$ cat config.mk
export PLATFORM = sky130hd
export DESIGN_NAME = multicycle_sequencer
export DESIGN_NICKNAME = d
export VERILOG_FILES = /design/src/rtl/cpu_ctrl_pkg.sv /design/src/rtl/seq_out_decode.sv /design/src/rtl/multicycle_sequencer.sv
export SDC_FILE = /design/constraint.sdc
export NUM_CORES = 1
export LEC_CHECK = 0
export CORE_AREA = 2 2 39 41
export DETAILED_ROUTE_END_ITERATION = 8
export DIE_AREA = 0 0 41 43
export GPL_TIMING_DRIVEN = 0
export PLACE_DENSITY = 0.76
export REMOVE_ABC_BUFFERS = 1
export SLEW_MARGIN = 20
export SYNTH_ARGS = -nofsm -noshare
export SYNTH_HDL_FRONTEND = slang
export SYNTH_SLANG_ARGS = --single-unit
export TNS_END_PERCENT = 10
$ cat constraint.sdc
create_clock -name clk -period 3.67 [get_ports clk]
set_input_delay 0.5505 -clock clk [delete_from_list [all_inputs] [get_ports clk]]
set_output_delay 0.5505 -clock clk [all_outputs]
set_load 0.03 [all_outputs]
$ cat src/rtl/cpu_ctrl_pkg.sv
// Shared definitions for the multi-cycle CPU control path.
// Contents:
//   OPW, STATEW, PCSRCW  field widths
//   OP_*                 opcode values as seen in the IR opcode field
//   PC_SRC_*             pc_src mux select encodings
//   state_e              sequencer state encodings (also the debug state output)
//   ctrl_t               bundle of datapath/memory enables from the decoder
//   uses_imm()           opcodes whose ALU operand B is the immediate
package cpu_ctrl_pkg;

    localparam int unsigned OPW    = 3;
    localparam int unsigned STATEW = 3;
    localparam int unsigned PCSRCW = 2;

    localparam logic [OPW-1:0] OP_ALU   = 3'b000;
    localparam logic [OPW-1:0] OP_ALUI  = 3'b001;
    localparam logic [OPW-1:0] OP_LOAD  = 3'b010;
    localparam logic [OPW-1:0] OP_STORE = 3'b011;
    localparam logic [OPW-1:0] OP_BEQ   = 3'b100;
    localparam logic [OPW-1:0] OP_JUMP  = 3'b101;
    localparam logic [OPW-1:0] OP_NOP   = 3'b110;
    localparam logic [OPW-1:0] OP_HALT  = 3'b111;

    localparam logic [PCSRCW-1:0] PC_SRC_INC = 2'd0;
    localparam logic [PCSRCW-1:0] PC_SRC_BR  = 2'd1;
    localparam logic [PCSRCW-1:0] PC_SRC_JMP = 2'd2;

    typedef enum logic [STATEW-1:0] {
        ST_IDLE   = 3'd0,
        ST_FETCH  = 3'd1,
        ST_DECODE = 3'd2,
        ST_EXEC   = 3'd3,
        ST_MEM    = 3'd4,
        ST_WB     = 3'd5,
        ST_HALT   = 3'd6
`ifdef SEQ_STEP_EN
        ,
        ST_PAUSE  = 3'd7
`endif
    } state_e;

    typedef struct packed {
        logic              mem_req;
        logic              mem_we;
        logic              ir_write;
        logic              pc_write;
        logic [PCSRCW-1:0] pc_src;
        logic              regwrite;
        logic              reg_dest;
        logic              aluop;
        logic              mem_to_reg;
        logic              halted;
    } ctrl_t;

    // ALU-imm, load and store all add the immediate to a register
    function automatic logic uses_imm(input logic [OPW-1:0] op);
        return (op == OP_ALUI) || (op == OP_LOAD) || (op == OP_STORE);
    endfunction

endpackage

$ cat src/rtl/seq_out_decode.sv
// Combinational decode of sequencer state + latched opcode into enables.
// Ports:
//   state_i      current sequencer state
//   op_i         opcode latched during DECODE (used from EXEC onwards)
//   dec_op_i     live IR opcode, only consulted in DECODE for the jump
//   mem_ready_i  memory handshake completion (FETCH completion enables)
//   zero_i       ALU zero flag (branch decision in EXEC)
//   ctrl_o       bundle of all enables
module seq_out_decode
    import cpu_ctrl_pkg::*;
(
    input  state_e         state_i,
    input  logic [OPW-1:0] op_i,
    input  logic [OPW-1:0] dec_op_i,
    input  logic           mem_ready_i,
    input  logic           zero_i,
    output ctrl_t          ctrl_o
);

    // Everything idles at zero; each state raises only what it owns
    always_comb begin
        ctrl_o = '0;
        case (state_i)
            ST_FETCH: begin
                ctrl_o.mem_req = 1'b1;
                // IR and PC+1 load together on the cycle the read completes
                if (mem_ready_i) begin
                    ctrl_o.ir_write = 1'b1;
                    ctrl_o.pc_write = 1'b1;
                    ctrl_o.pc_src   = PC_SRC_INC;
                end
            end
            ST_DECODE: begin
                // The opcode is not latched yet here, so a jump is taken
                // from the IR directly to keep its CPI at 2
                if (dec_op_i == OP_JUMP) begin
                    ctrl_o.pc_write = 1'b1;
                    ctrl_o.pc_src   = PC_SRC_JMP;
                end
            end
            ST_EXEC: begin
                ctrl_o.aluop = uses_imm(op_i);
                if ((op_i == OP_BEQ) && zero_i) begin
                    ctrl_o.pc_write = 1'b1;
                    ctrl_o.pc_src   = PC_SRC_BR;
                end
            end
            ST_MEM: begin
                ctrl_o.mem_req = 1'b1;
                ctrl_o.mem_we  = (op_i == OP_STORE);
            end
            ST_WB: begin
                ctrl_o.regwrite   = 1'b1;
                ctrl_o.reg_dest   = (op_i == OP_ALUI) || (op_i == OP_LOAD);
                ctrl_o.mem_to_reg = (op_i == OP_LOAD);
            end
            ST_HALT: begin
                ctrl_o.halted = 1'b1;
            end
            default: ctrl_o = '0;
        endcase
    end

endmodule

$ cat src/rtl/multicycle_sequencer.sv
// Multi-cycle FETCH/DECODE/EXEC/MEM/WB control sequencer for the 16-bit CPU.
// Optional feature macro: SEQ_STEP_EN adds step_i and a PAUSE state that
// holds after each instruction until a step pulse.
// Ports:
//   clk, reset     clock and synchronous active-high reset
//   run_i          leave IDLE / keep fetching while high
//   opcode_i       IR opcode field
//   zero_i         ALU zero flag
//   mem_ready_i    memory request completes this cycle
//   step_i         (SEQ_STEP_EN only) single-step advance from PAUSE
//   mem_req_o, mem_we_o             memory request / write
//   ir_write_o, pc_write_o, pc_src_o  IR and PC load controls
//   regwrite_o, reg_dest_o, aluop_o, mem_to_reg_o  datapath controls
//   halted_o       HALT reached
//   state_o        current state (debug)
module multicycle_sequencer
    import cpu_ctrl_pkg::*;
(
    input  logic              clk,
    input  logic              reset,
    input  logic              run_i,
    input  logic [OPW-1:0]    opcode_i,
    input  logic              zero_i,
    input  logic              mem_ready_i,
`ifdef SEQ_STEP_EN
    input  logic              step_i,
`endif
    output logic              mem_req_o,
    output logic              mem_we_o,
    output logic              ir_write_o,
    output logic              pc_write_o,
    output logic [PCSRCW-1:0] pc_src_o,
    output logic              regwrite_o,
    output logic              reg_dest_o,
    output logic              aluop_o,
    output logic              mem_to_reg_o,
    output logic              halted_o,
    output logic [STATEW-1:0] state_o
);

    state_e         state_q, state_d;
    state_e         done_state;
    logic [OPW-1:0] op_q, op_d;
    ctrl_t          ctrl;

    // Where an instruction goes once complete; dropping run parks in IDLE
    always_comb begin
        if (!run_i) begin
            done_state = ST_IDLE;
        end else begin
`ifdef SEQ_STEP_EN
            done_state = ST_PAUSE;
`else
            done_state = ST_FETCH;
`endif
        end
    end

    // Next-state and opcode-latch logic
    always_comb begin
        state_d = state_q;
        op_d    = op_q;
        case (state_q)
            ST_IDLE: begin
                if (run_i) state_d = ST_FETCH;
            end
            ST_FETCH: begin
                if (mem_ready_i) state_d = ST_DECODE;
            end
            ST_DECODE: begin
                op_d = opcode_i;
                case (opcode_i)
                    OP_HALT:         state_d = ST_HALT;
                    OP_NOP, OP_JUMP: state_d = done_state;
                    default:         state_d = ST_EXEC;
                endcase
            end
            ST_EXEC: begin
                case (op_q)
                    OP_ALU, OP_ALUI:    state_d = ST_WB;
                    OP_LOAD, OP_STORE:  state_d = ST_MEM;
                    default:            state_d = done_state;
                endcase
            end
            ST_MEM: begin
                if (mem_ready_i) begin
                    state_d = (op_q == OP_STORE) ? done_state : ST_WB;
                end
            end
            ST_WB: begin
                state_d = done_state;
            end
            ST_HALT: begin
                state_d = ST_HALT;
            end
`ifdef SEQ_STEP_EN
            ST_PAUSE: begin
                if (step_i) state_d = ST_FETCH;
            end
`endif
            default: state_d = ST_IDLE;
        endcase
    end

    // State and latched-opcode registers
    always_ff @(posedge clk) begin
        if (reset) begin
            state_q <= ST_IDLE;
            op_q    <= OP_ALU;
        end else begin
            state_q <= state_d;
            op_q    <= op_d;
        end
    end

    seq_out_decode u_out_decode (
        .state_i     (state_q),
        .op_i        (op_q),
        .dec_op_i    (opcode_i),
        .mem_ready_i (mem_ready_i),
        .zero_i      (zero_i),
        .ctrl_o      (ctrl)
    );

    assign mem_req_o    = ctrl.mem_req;
    assign mem_we_o     = ctrl.mem_we;
    assign ir_write_o   = ctrl.ir_write;
    assign pc_write_o   = ctrl.pc_write;
    assign pc_src_o     = ctrl.pc_src;
    assign regwrite_o   = ctrl.regwrite;
    assign reg_dest_o   = ctrl.reg_dest;
    assign aluop_o      = ctrl.aluop;
    assign mem_to_reg_o = ctrl.mem_to_reg;
    assign halted_o     = ctrl.halted;
    assign state_o      = state_q;

endmodule

==> results of run 1 <==
-- layout make-up --
| type | instances | share of cell area |
|---|---|---|
| timing repair buffer | 21 | 0.281 |
| inverter | 5 | 0.0251 |
| multi-input combinational | 54 | 0.477 |
| sequential | 6 | 0.161 |
| tap | 16 | 0.0268 |
| clock buffer | 3 | 0.0301 |
-- path summary, 6_finish.rpt --
kind         slack (ps)               startpoint                      end
min                 580     op_q[0]$_SDFFE_PP0P_     op_q[0]$_SDFFE_PP0P_
max                 900              opcode_i[2]               pc_write_o
min reg2reg         580     op_q[0]$_SDFFE_PP0P_     op_q[0]$_SDFFE_PP0P_
max reg2reg        2220  state_o[2]$_SDFFE_PP0P_  state_o[0]$_SDFFE_PP0P_
-- flip-flops by register name, indices dropped and copies added, names as in the netlist --
register  cells
state_o       3
op_q          3
-- power groups by stage --
stage | Sequential [mW] | Combinational (mW) | Clock [mW]
after floorplan | 0.0850 | 0.0425 | 0
after global placement | 0.0818 | 0.0775 | 0
after detailed placement | 0.0820 | 0.0777 | 0
after CTS | 0.0809 | 0.0780 | 0.0607
after global routing | 0.0822 | 0.0844 | 0.0655
final | 0.0810 | 0.0780 | 0.0561
-- stage by stage --
| step | std cells | area, sq um |
|---|---|---|
| 2_1_floorplan | 65 | 495 |
| 3_3_place_gp | 102 | 726 |
| 3_5_place_dp | 102 | 726 |
| 4_1_cts | 105 | 748 |
| 5_1_grt | 105 | 748 |
| 6_report | 105 | 748 |
-- metal layers --
metal  part of all wire  up-vias
met1               0.43      260
met3              0.066        0
met4                  0        0
li1                   -      294
met2               0.50       20
met5                  0        -
-- placed cells by master, fill, tap and decap left out --
cell              n
clkdlybuf4s50_1  21
nor2_1            8
nand2_1           6
a21oi_1           6
dfxtp_1           6
nor3_1            5
inv_1             4
nand3_1           4
mux2i_1           4
clkbuf_4          3
nor2b_1           2
inv_2             1
nor3b_4           1
nor3b_2           1
or3_1             1
xnor2_1           1
nor4b_2           1
and3b_1           1
and3_1            1
nand2b_1          1
a31oi_1           1
o22ai_1           1
o21ai_0           1
o32ai_1           1
nand3b_1          1
o211ai_1          1
o211ai_2          1
o221a_2           1
o211a_1           1
xor2_1            1
a311o_1           1
-- cells by family after synthesis --
group,Yosys count,share of synthesized area
simple gates,33,0.359
compound gates,15,0.202
buf+inv,9,0.106
flops,6,0.225
mux,4,0.0751
xor+xnor,2,0.0329
-- worst reg2reg max path: cells and delay by family, from the launching register on --
kind	cells	cell delay (ps)
compound gates	2	420
flops	1	650
simple gates	2	270
==> impl_metrics.env, run 1 <==
export IMPL_run_status="finished, final reports clean"
export IMPL_synth_edff_count=0
export IMPL_synth_top_area_frac=0.225
export IMPL_clock_skew_final_ps=3.54
export IMPL_path_max_fanout=5
export IMPL_syn_instance_count=69
export IMPL_grt_setup_unrepaired="no"
export IMPL_cts_made_buffers=3
export IMPL_grt_max_degree=16
export IMPL_num_rows=14
export IMPL_antenna_left=0
export IMPL_ff2ff_path_depth=4
export IMPL_wire_per_inst_um=11.2
export IMPL_gr_total_overflow=0
export IMPL_netlist_top_cell_by_area="dfxtp_1"
export IMPL_clk_latency_ps=230
export IMPL_ir_worst_vdd_uv=205
export IMPL_synth_distinct_cells=31
export IMPL_die_h_um=43
export IMPL_hold_viol=0
export IMPL_clk_pin_slew_ps=40
export IMPL_setup_viol=0
export IMPL_worstSetupPathType="primary input to output port"
export IMPL_antenna_cells=0
export IMPL_ys_seq_elements=6
export IMPL_fmax_ghz=0.361
export IMPL_start_util=0.385
export IMPL_hold_buffers=0
export IMPL_yosysWarningCount=0
export IMPL_powerDensity_nw_per_um2=287
export IMPL_cp_cell_sequence="clkdlybuf4s50_1 > nand2_1 > nor3b_2 > or3_1 > clkdlybuf4s50_1"
export IMPL_min_period_ps=2770
export IMPL_synth_commonest_cells="8 x nor2_1, 6 x a21oi_1, 6 x dfxtp_1, 6 x nand2_1, 5 x nor3_1"
export IMPL_p_leak_nw=0.265
export IMPL_ys_top_cells_by_area="dfxtp_1 23%, mux2i_1 7.5%, a21oi_1 5.6%, nor2_1 5.6%, nor3_1 4.7%"
export IMPL_slew_headroom=0.641
export IMPL_nFillCells=147
export IMPL_hp_class="flip-flop to flip-flop"
export IMPL_crit_buf_inv=2
export IMPL_fin_ws_ps=900
export IMPL_syn_to_final_growth_pct=40.4
export IMPL_drt_wl_total_um=1180
export IMPL_final_nets=99
export IMPL_cpPeakStageDelay_ps=650
export IMPL_post_cts_buffers=0
export IMPL_cp_common_cell="clkdlybuf4s50_1"
export IMPL_required_ps=3120
export IMPL_vias=574
export IMPL_pre_cts_ws_ps=898
export IMPL_grt_pass1_wl_um=1860
export IMPL_path_depth=5
export IMPL_root_buffer="clkbuf_4"
export IMPL_arrival_ps=2220
export IMPL_clkPwrFrac=0.261
export IMPL_synthArstFlopShare=0
export IMPL_power_frac_comb=0.363
export IMPL_clkSinkCount=6
export IMPL_grt_use_met3=0.0314
export IMPL_use_met2=0.206
export IMPL_met1_usage=0.223
export IMPL_worstMarginPinSlew_ps=538
export IMPL_fin_util=0.541
export IMPL_worstHoldPathCells=2
export IMPL_ff_latch_area_sq_um=120
export IMPL_grt_busiest_layer="met1"
export IMPL_cp_top_family="buffers and inverters"
export IMPL_switching_power_uw=71.9
export IMPL_whs_ps=583
export IMPL_timing_setup_tns_ps=0
export IMPL_drt_drc_violations_left=0
export IMPL_ys_seq_area_frac=0.225
export IMPL_ctsResizeCount=0
export IMPL_cp_end_kind="output port"
export IMPL_htree_levels=1
export IMPL_slowest_stage="clkdlybuf4s50_1"
export IMPL_via_per_inst=5.47
export IMPL_core_area_sq_um=1380
export IMPL_drt_iter0_drc=12
export IMPL_track_usage=0.154
export IMPL_die_area_sq_um=1760
export IMPL_pin_count=22
export IMPL_netSwitchingFraction=0.334
export IMPL_slew_violations=0
export IMPL_seqPwrFrac=0.377
export IMPL_period_share=0.755
export IMPL_dpl_hpwl_um=947
export IMPL_multi_input_area_sq_um=357
export IMPL_cts_tree="yes"
export IMPL_finalPower_uw=215
export IMPL_syn_area_sq_um=533
export IMPL_dr_pass1_iters=4
export IMPL_grt_pass1_vias=429
export IMPL_synth_most_common_cell="nor2_1"
export IMPL_worstSetupStartpointType="primary input"
export IMPL_antenna_found_initial=0
export IMPL_die_width_um=41
export IMPL_synth_ff_type="dfxtp_1"
export IMPL_p_int_uw=143
export IMPL_finalWeightedCongestion=0.799
export IMPL_synth_avg_cell_area_sq_um=7.72
export IMPL_portBuffers=21
export IMPL_clockBufferDepth=2
export IMPL_max_cap_violations=0
export IMPL_drive_gt1_frac=0.101
Power figures use the tool's default switching activity.
==> run 2: changes to the inputs <==
--- a/config.mk
+++ b/config.mk
@@ -5,11 +5,10 @@
 export SDC_FILE = /design/constraint.sdc
 export NUM_CORES = 1
 export LEC_CHECK = 0
-export CORE_AREA = 2 2 39 41
+export CORE_UTILIZATION = 41
 export DETAILED_ROUTE_END_ITERATION = 8
-export DIE_AREA = 0 0 41 43
 export GPL_TIMING_DRIVEN = 0
-export PLACE_DENSITY = 0.76
+export PLACE_DENSITY = 0.77
 export REMOVE_ABC_BUFFERS = 1
 export SLEW_MARGIN = 20
 export SYNTH_ARGS = -nofsm -noshare
==> constraint.sdc (replaced) <==
create_clock -name clk -period 2.9 [get_ports clk]
set_input_delay 0.435 -clock clk [delete_from_list [all_inputs] [get_ports clk]]
set_output_delay 0.435 -clock clk [all_outputs]
set_load 0.03 [all_outputs]
==> run 2 against run 1 <==
- non-clock buffer count unchanged
- die area down 18%
- clock skew about the same
- via count down 0.17%
- hold slack better by 0.71 ps
- highest routed layer is now met4
- wire length up 0.77%
- first-iteration DRC count unchanged
- utilization up 10 points
==> impl_metrics.env, run 2 (same netlist as run 1, synthesis figures left out) <==
export IMPL_finalWeightedCongestion=0.862
export IMPL_final_cells=103
export IMPL_antenna_cells=0
export IMPL_antenna_left=0
export IMPL_dr_pass1_iters=4
export IMPL_finalPower_uw=275
export IMPL_min_period_ps=2610
export IMPL_slew_violations=0
export IMPL_run_status="finished, final reports clean"
export IMPL_arrival_ps=2180
export IMPL_r2r_slack_ps=1470
export IMPL_root_buffer="clkbuf_4"
export IMPL_drt_iter0_drc=12
export IMPL_vias=573
export IMPL_grt_max_degree=16
export IMPL_ir_worst_vdd_uv=261
export IMPL_hold_path_end="op_q[1]$_SDFFE_PP0P_"
export IMPL_layout_common_cells="21 x clkdlybuf4s50_1, 8 x nor2_1, 6 x nand2_1, 6 x a21oi_1, 6 x dfxtp_1"
export IMPL_seqPwrFrac=0.372
export IMPL_ff2ff_path_depth=4
export IMPL_ctsResizeCount=0
export IMPL_power_frac_comb=0.360
export IMPL_clk_pin_slew_ps=40
export IMPL_grt_pass1_vias=475
export IMPL_switching_power_uw=93.7
export IMPL_post_cts_buffers=0
export IMPL_pre_cts_ws_ps=382
export IMPL_pin_count=22
export IMPL_setup_viol=0
export IMPL_final_cell_area_sq_um=746
export IMPL_drt_wl_total_um=1190
export IMPL_hp_class="flip-flop to flip-flop"
export IMPL_num_rows=12
export IMPL_dpl_hpwl_um=918
export IMPL_cp_end_kind="output port"
export IMPL_cts_tree="yes"
export IMPL_antenna_found_initial=0
export IMPL_max_cap_violations=0
export IMPL_worstHoldPathCells=2
export IMPL_core_area_sq_um=1160
export IMPL_gr_total_overflow=0
export IMPL_clock_skew_final_ps=3.92
export IMPL_period_share=0.900
export IMPL_worstMarginPinSlew_ps=537
export IMPL_htree_levels=1
export IMPL_p_int_uw=181
export IMPL_drive_gt1_frac=0.101
export IMPL_final_nets=99
export IMPL_clkSinkCount=6
export IMPL_timing_rr_start="state_o[2]$_SDFFE_PP0P_"
export IMPL_grt_setup_unrepaired="no"
export IMPL_hold_viol=0
export IMPL_required_ps=2470
export IMPL_wire_per_inst_um=11.5
export IMPL_track_usage=0.205
export IMPL_worstReg2RegEnd="state_o[0]$_SDFFE_PP0P_"
export IMPL_fin_ws_ps=289
export IMPL_slew_headroom=0.642
export IMPL_netSwitchingFraction=0.341
export IMPL_start_util=0.461
export IMPL_grt_pass1_wl_um=2010
export IMPL_path_max_fanout=15
export IMPL_timing_setup_tns_ps=0
export IMPL_hold_buffers=0
export IMPL_place_area_sq_um=723
export IMPL_worstSetupPathType="flip-flop to output port"
export IMPL_final_common_cell="clkdlybuf4s50_1"
export IMPL_fmax_ghz=0.383
export IMPL_portBuffers=21
export IMPL_worstSetupStartpointType="flip-flop"
export IMPL_clk_latency_ps=240
export IMPL_die_width_um=38.1
export IMPL_cts_made_buffers=3
export IMPL_dpl_cell_count=100
export IMPL_syn_to_final_growth_pct=39.9
export IMPL_holdCritStartpoint="op_q[1]$_SDFFE_PP0P_"
export IMPL_powerDensity_nw_per_um2=369
export IMPL_via_per_inst=5.56
export IMPL_die_area_sq_um=1450
export IMPL_drt_drc_violations_left=0
export IMPL_die_h_um=38.1
export IMPL_clkPwrFrac=0.268
export IMPL_clockBufferDepth=2
export IMPL_p_leak_nw=0.265
==> run 2: cell counts in the layout (fill, tap and decap cells not counted) <==
Identical to the previous run, type by type.
==> run 2: cell type report <==
type	instances	area (sq um)
repair buffers	21	210
well taps	14	17.5
clock buffers	3	22.5
flip-flops and latches	6	120
fillers	110	410
inverters	5	18.8
multi-input cells	54	357
==> run 2: worst max-delay path: stages, from the launching register on <==
cell and delay [ps]:
dfxtp_1 650, nor2b_1 130, nand3_1 150, inv_1 60
or3_1 350, clkdlybuf4s50_1 590
==> run 2: metrics by stage <==
stage	utilization	hold slack (ps)
4_1_cts	0.645	586
6_report	0.645	584
5_1_grt	0.645	631
3_5_place_dp	0.626	577
2_1_floorplan	-	504
3_3_place_gp	0.626	580
==> run 2: worst max path at each step <==
stage | end | slack [ps] | cells after the start | from
2_1_floorplan | pc_write_o | 620 | 3 | state_o[1]$_SDFFE_PP0P_
3_3_place_gp | pc_write_o | 380 | 5 | mem_ready_i
3_5_place_dp | pc_write_o | 380 | 5 | mem_ready_i
4_1_cts | pc_write_o | 290 | 5 | state_o[2]$_SDFFE_PP0P_
5_1_grt | pc_write_o | 170 | 5 | state_o[2]$_SDFFE_PP0P_
6_report | pc_write_o | 290 | 5 | state_o[2]$_SDFFE_PP0P_
==> run 2: layer usage <==
metal	global-route usage	part of all wire	routed length [um]
met1	0.274	0.46	541
met3	0.0523	0.055	65
met5	0	0	0
met2	0.271	0.48	568
met4	0.161	0.0084	10
==> run 2: power by group through the flow <==
stage	sequential (mW)	clock [mW]	combinational (mW)
final	0.102	0.0736	0.0990
after global routing	0.104	0.0860	0.107
after CTS	0.102	0.0793	0.0991
after detailed placement	0.104	0	0.0986
after global placement	0.104	0	0.0980
after floorplan	0.108	0	0.0538
